--- src/rtl/axi_read_arbiter.sv ---
// axi_read_arbiter: three-requester AXI read arbiter with one outstanding transaction.
// Define AXI_ARB_ROUND_ROBIN_EN for round-robin arbitration; default is fixed priority dcache > uncache > icache.
module axi_read_arbiter #(
    parameter int ADDR_W = 32,
    parameter int DATA_W = 32
) (
    input  logic                clk,
    input  logic                reset,
    input  logic [2:0]          s_arvalid,
    input  logic [3*ADDR_W-1:0] s_araddr,
    input  logic [3*8-1:0]      s_arlen,
    input  logic [3*3-1:0]      s_arsize,
    input  logic [3*2-1:0]      s_arburst,
    input  logic [3*4-1:0]      s_arid,
    output logic [2:0]          s_arready,
    input  logic [2:0]          s_rready,
    output logic [2:0]          s_rvalid,
    output logic [DATA_W-1:0]   s_rdata,
    output logic [1:0]          s_rresp,
    output logic                s_rlast,
    output logic                m_arvalid,
    output logic [ADDR_W-1:0]   m_araddr,
    output logic [7:0]          m_arlen,
    output logic [2:0]          m_arsize,
    output logic [1:0]          m_arburst,
    output logic [3:0]          m_arid,
    input  logic                m_arready,
    input  logic                m_rvalid,
    input  logic [DATA_W-1:0]   m_rdata,
    input  logic [1:0]          m_rresp,
    input  logic                m_rlast,
    output logic                m_rready,
    output logic                len_err
);
    typedef enum logic [1:0] {IDLE, ADDR, DATA} state_t;
    state_t      state_q, state_d;
    logic [1:0]  grant_q, grant_d, win;
    logic [7:0]  beat_q, beat_d, len_q, len_d;
    logic        len_err_q, len_err_d;
    logic        ar_hs, r_hs;

`ifdef AXI_ARB_ROUND_ROBIN_EN
    // ptr_q holds the last grant; search starts one past it
    logic [1:0] ptr_q, ptr_d, p0, p1, p2;
    function automatic logic [1:0] nxt(input logic [1:0] x);
        return x == 2'd2 ? 2'd0 : x + 2'd1;
    endfunction
    always_comb begin
        p0 = nxt(ptr_q);
        p1 = nxt(p0);
        p2 = nxt(p1);
        win = s_arvalid[p0] ? p0 : s_arvalid[p1] ? p1 : p2;
        ptr_d = (state_q == DATA && r_hs && m_rlast) ? grant_q : ptr_q;
    end
    always_ff @(posedge clk or posedge reset)
        if (reset) ptr_q <= 2'd0;
        else       ptr_q <= ptr_d;
`else
    always_comb win = s_arvalid[1] ? 2'd1 : s_arvalid[2] ? 2'd2 : 2'd0;
`endif

    always_comb begin
        m_araddr  = s_araddr[ADDR_W*grant_q +: ADDR_W];
        m_arlen   = s_arlen[8*grant_q +: 8];
        m_arsize  = s_arsize[3*grant_q +: 3];
        m_arburst = s_arburst[2*grant_q +: 2];
        m_arid    = s_arid[4*grant_q +: 4];
        m_arvalid = (state_q == ADDR) && s_arvalid[grant_q];
        s_arready = (state_q == ADDR && m_arready) ? 3'b001 << grant_q : 3'b000;
        s_rvalid  = (state_q == DATA && m_rvalid) ? 3'b001 << grant_q : 3'b000;
        m_rready  = (state_q == DATA) && s_rready[grant_q];
        s_rdata   = m_rdata;
        s_rresp   = m_rresp;
        s_rlast   = m_rlast;
        len_err   = len_err_q;
        ar_hs     = m_arvalid && m_arready;
        r_hs      = m_rvalid && m_rready;
    end

    always_comb begin
        state_d   = state_q;
        grant_d   = grant_q;
        beat_d    = beat_q;
        len_d     = len_q;
        len_err_d = len_err_q;
        case (state_q)
            IDLE: if (|s_arvalid) begin
                grant_d = win;
                state_d = ADDR;
            end
            ADDR: if (ar_hs) begin
                len_d   = m_arlen;
                beat_d  = 8'd0;
                state_d = DATA;
            end
            DATA: if (r_hs) begin
                beat_d = beat_q + 8'd1;
                if (m_rlast) state_d = IDLE;
                // early rlast, or a beat past arlen without rlast
                if (m_rlast ? beat_q != len_q : beat_q == len_q) len_err_d = 1'b1;
            end
            default: state_d = IDLE;
        endcase
    end

    always_ff @(posedge clk or posedge reset)
        if (reset) begin
            state_q   <= IDLE;
            grant_q   <= 2'd0;
            beat_q    <= 8'd0;
            len_q     <= 8'd0;
            len_err_q <= 1'b0;
        end else begin
            state_q   <= state_d;
            grant_q   <= grant_d;
            beat_q    <= beat_d;
            len_q     <= len_d;
            len_err_q <= len_err_d;
        end
endmodule

--- config.mk ---
export PLATFORM = sky130hd
export DESIGN_NAME = axi_read_arbiter
export DESIGN_NICKNAME = d
export VERILOG_FILES = /design/src/rtl/axi_read_arbiter.sv
export SDC_FILE = /design/constraint.sdc
export NUM_CORES = 1
export LEC_CHECK = 0
export CAP_MARGIN = 20
export CORE_AREA = 4 4 107 109
export DETAILED_ROUTE_END_ITERATION = 12
export DIE_AREA = 0 0 111 113
export PLACE_DENSITY_LB_ADDON = 0.25
export SKIP_LAST_GASP = 1
export SLEW_MARGIN = 10
export SYNTH_ARGS = -nofsm -noshare
export SYNTH_HDL_FRONTEND = slang
export SYNTH_SLANG_ARGS = --single-unit
--- constraint.sdc ---
create_clock -name clk -period 1.6 [get_ports clk]
set_clock_uncertainty 0.15 [all_clocks]
set_input_delay 0.16 -clock clk [delete_from_list [all_inputs] [get_ports clk]]
set_output_delay 0.16 -clock clk [all_outputs]
set_load 0.005 [all_outputs]
# Yosys cells after proc, flatten, opt, wreduce, memory -nomap -nowiden
# Cells that the tools add are included.
# Widths: inputs -> output; s select.
# op_classes
add_sub_neg,1
shifts,6
div,0
n_eq_ne,8
n_reduce_logical,14
multipliers,1
n_mux,17
bitwise,0
magnitude_cmp,1
# ops
cell,n
$shiftx 96x8->32,1
$shiftx 24x6->8,1
$mux 8,2
$pmux 8 s2,1
$mux 2,6
$shiftx 12x5->4,1
$shiftx 9x5->3,1
$add 8x1->8 const B,1
$eq 8x8->1,1
$ne 2x2->1 const B,4
$ne 8x8->1,1
$logic_and 1x1->1,6
$mux 3,2
$pmux 2 s3,1
$reduce_and 3->1,2
$shiftx 6x4->2,1
$bmux 1 s2,2
$mul 2x2->4 const A,1
$reduce_and 2->1,2
$reduce_and 4->1,1
$lt 2x3->1 const B,1
$mux 1,3
$reduce_or 3->1,1
$shl 1x2->3 const A,1
4 further kinds,4
# totals
mem_bits_rw,0
latch_bits,0
rom_bits,0
out_inout_bits,93
in_bits,192
register_bits,21
memories,0
word_cells,53

# Depth between registers and ports, before layout
# depth
depth_word,6
depth_mapped,6
depth_no_buf,5

# Worst setup path before layout
# No wires, ideal clock.
# synth_timing
path_type,reg-to-reg
from,register grant_q[1]
to,register len_q[0]
setup_slack_ns,-0.170
path_stages_with_launch,7
arrival_time_ns,1.495
period_less_slack_ns,1.770
required_ns,1.325
cell_sequence,dfrtp_1 buf_4 mux2i_1 o22a_2 nor2_1 buf_4 mux2_2
# synth_via
elab_chain_len,5
elab_cells_between_ends,6
# synth_rtl
item,line,text
from (decl),37,"logic [1:0] grant_q, grant_d, win;"
from (signal assigned),115,grant_q <= grant_d;
"parallel branches: the longest is 5 deep, another holds $shiftx 24x6->8",--,
to (signal assigned),117,len_q <= len_d;
to (decl),38,"logic [7:0] beat_q, beat_d, len_q, len_d;"
# Several ways; the timed one is not identified. The select of a mux whose other input is x is not followed.
# A chain may end at the register's enable or synchronous reset.

# Worst setup path after layout
# layout_timing
from,register grant_q[1]
to,register len_q[6]
# Same word-level chain as after synthesis.

==> results_dict.tcl <==
set metrics [dict create \
    start_kind "register" \
    wl_um 12200 \
    ys_ff_latch 21 \
    max-slew-margin-rel_pct 76.3 \
    layout_setup_ws_ns -0.414 \
    stdcell_count 701 \
    synth-edff-count 0 \
    max-cap-violations 0 \
    coreArea_um2 10600 \
    fin_crit_ns 2.01 \
    route.detailed.wl_per_inst_um 17.5 \
    setup_tns_ns -20.60 \
    route.detailed.drc 0 \
    regToRegStartpoint "grant_q[1]" \
    synth-xor-area-share_pct 2.87 \
    worstHoldPathType "in2async" \
    yosysUniqueCellTypes 43 \
    start_util_pct 23.0 \
    die_y_um 113 \
    io_buffer_count 216 \
    synth_fa_ha_area_share_pct 0.512 \
    antenna_left 0 \
    p_leak_nw 2.44 \
    post-synth-top-area-cell "mux2i_1" \
    setup_viol 76 \
    whs_ns 0.0840 \
    synth_compound_area_share_pct 17.5 \
    synth_top_family_by_area "multiplexers" \
    area_growth_syn_to_layout_pct 123 \
    synthTopCellsByCount "53 x mux2i_1, 53 x o21ai_0, 52 x nand2_1, 38 x buf_4, 21 x dfrtp_1" \
    outcome "finished, violations left" \
    worstPathArrival_ns 2.02 \
    rsz0062_at_grt "true" \
    maxSlewViolCount 0 \
    r2r_setup_slack_ns -0.41 \
    drtIter0Drc 69 \
    numCtsBuffers 3 \
    ir_drop_uv 705 \
    cp.required_ns 1.60 \
    total_power_w 0.00800 \
    clock-root-buffer "clkbuf_8" \
    r2r-end "len_q[6]" \
    yosysWarnings 0 \
    synthesis.nets 506 \
    fmax_mhz 497 \
    fin_crit_sh_pct 126 \
    cts_buffer_depth 2 \
    cts_tree "done" \
    worstRegToRegCells 7 \
    power_density_nw_per_um2 1470 \
    postSynthCellCount 313 \
    grt_pass1_vias 3470 \
    critical_path_class "reg2reg" \
    place_inst 656 \
    cts_sinks 21 \
    tightest_slew_ns 0.352 \
    violations "negative setup slack" \
    grt_usage_pct 18.2 \
    core.rowCount 38 \
    layout-drive-gt1-share_pct 38.7 \
    htree_levels 1 \
    synth_async_sr_flop_share_pct 100 \
    synth_top_area_share_pct 21.7 \
    first_pass_iters 4 \
    synth_simple_gate_area_share_pct 16.9 \
    grt_max_degree 22 \
    pre_cts_ws_ns -0.467 \
    antenna_found_initial 0 \
    avgSynthCellArea_um2 7.80 \
    dieArea_um2 12500 \
    clkTransAtPathRegs_ns 0.08 \
    place.gp.congestion 0.860 \
    worst-path-max-fanout 8 \
    synth_area_um2 2440 \
    vias 3259 \
    num_antenna_cells 0 \
    end_kind "register" \
    vias_per_cell 4.65 \
    dp_hpwl_um 9350 \
    nNetsFinal 755 \
    pin_count 285 \
    die_w_um 111 \
    synth_ff_type "dfrtp_1" \
    seq_area_frac_synth_pct 21.5 \
    synth_area_leaders "mux2i_1 22%, dfrtp_1 22%, buf_4 12%" \
    grt_pass1_wl_um 18400 \
    clk_latency_ns 0.27 \
    synth_mux_area_share_pct 25.4 \
    final_hold_viol_count 0 \
    grt_overflow_total 0 \
]
[how the worst max path moves through the flow]
stage / startpoint / end / slack (ns) / cells past startpoint
after CTS: grant_q[1] / len_q[6] / -0.42 / 7
after detailed placement: grant_q[1] / m_araddr[18] / -0.47 / 4
after global routing: grant_q[1] / len_q[6] / -0.44 / 7
after global placement: grant_q[1] / m_arlen[7] / -0.40 / 5
after floorplan: grant_q[1] / len_q[0] / -0.09 / 6
final: grant_q[1] / len_q[6] / -0.41 / 7
[per-layer routing]
| metal | GRT usage (%) | share of wire [%] | vias up |
|---|---|---|---|
| li1 | - | - | 1569 |
| met1 | 21.1 | 39 | 1535 |
| met2 | 33.7 | 53 | 136 |
| met3 | 3.85 | 6.2 | 19 |
| met4 | 5.58 | 2.3 | 0 |
| met5 | 0 | 0 | - |
[kinds of logic after synthesis]
kind of cell             after synthesis
AO/OA/AOI/OAI                         74
XOR/XNOR                               8
adder cells (fa/ha/maj)                1
buffers and inverters                 59
flip-flops                            21
multiplexers                          61
AND/OR/NAND/NOR                       89
[cell usage in the layout (no fill, tap or decap), types with 14 or more instances in the layout]
master           netlist  layout
o21ai_1                1      30
nand2_2                0      16
clkdlybuf4s50_1        0     159
nand2_1               52      30
dfrtp_1               21      19
o21ai_2                0      19
buf_12                 0      14
buf_2                  8      54
mux2i_1               53      47
buf_4                 38      54
[critical path, stage by stage (launching register included)]
cell,delay [ns]
dfrtp_4,0.53
buf_6,0.14
mux2i_1,0.12
o22a_2,0.26
buf_6,0.14
nor2_4,0.11
buf_12,0.15
mux2_4,0.30
[stage by stage]
stage / cell area [µm²] / util (%)
6_report: 5460 / 51.5
5_1_grt: 5460 / 51.5
4_1_cts: 5310 / 50.1
3_5_place_dp: 4890 / 46.1
3_3_place_gp: 4890 / 46.1
2_1_floorplan: 2490 / -
[flip-flops by register name (all words and copies together) (netlist names)]
register,cells
beat_q,8
grant_q,2
len_err,1
len_q,8
state_q,2
[power breakdown]
group / switching, W / internal [W] / total, W
Sequential: 0.000159 / 0.000715 / 0.000874
Combinational: 0.00285 / 0.00391 / 0.00677
Clock: 0.000184 / 0.000178 / 0.000362
Total: 0.00319 / 0.00481 / 0.00800
[final cells by class]
type	instances	area, µm²
Timing Repair Buffer	300	2830
Fill cell	1022	5150
Clock buffer	4	45.0
Multi-Input combinational cell	233	1870
Inverter	3	11.3
Tap cell	140	175
Sequential cell	21	531
[timing repair]
action / CTS / global route
hold buffers: 0 / 0
cloned: 6 / 0
buffers inserted: 33 / 9
resized for setup: 296 / 68
pin swaps: 22 / 29
endpoints found under the setup margin: 76 / 76
Power figures use the tool's default switching activity.
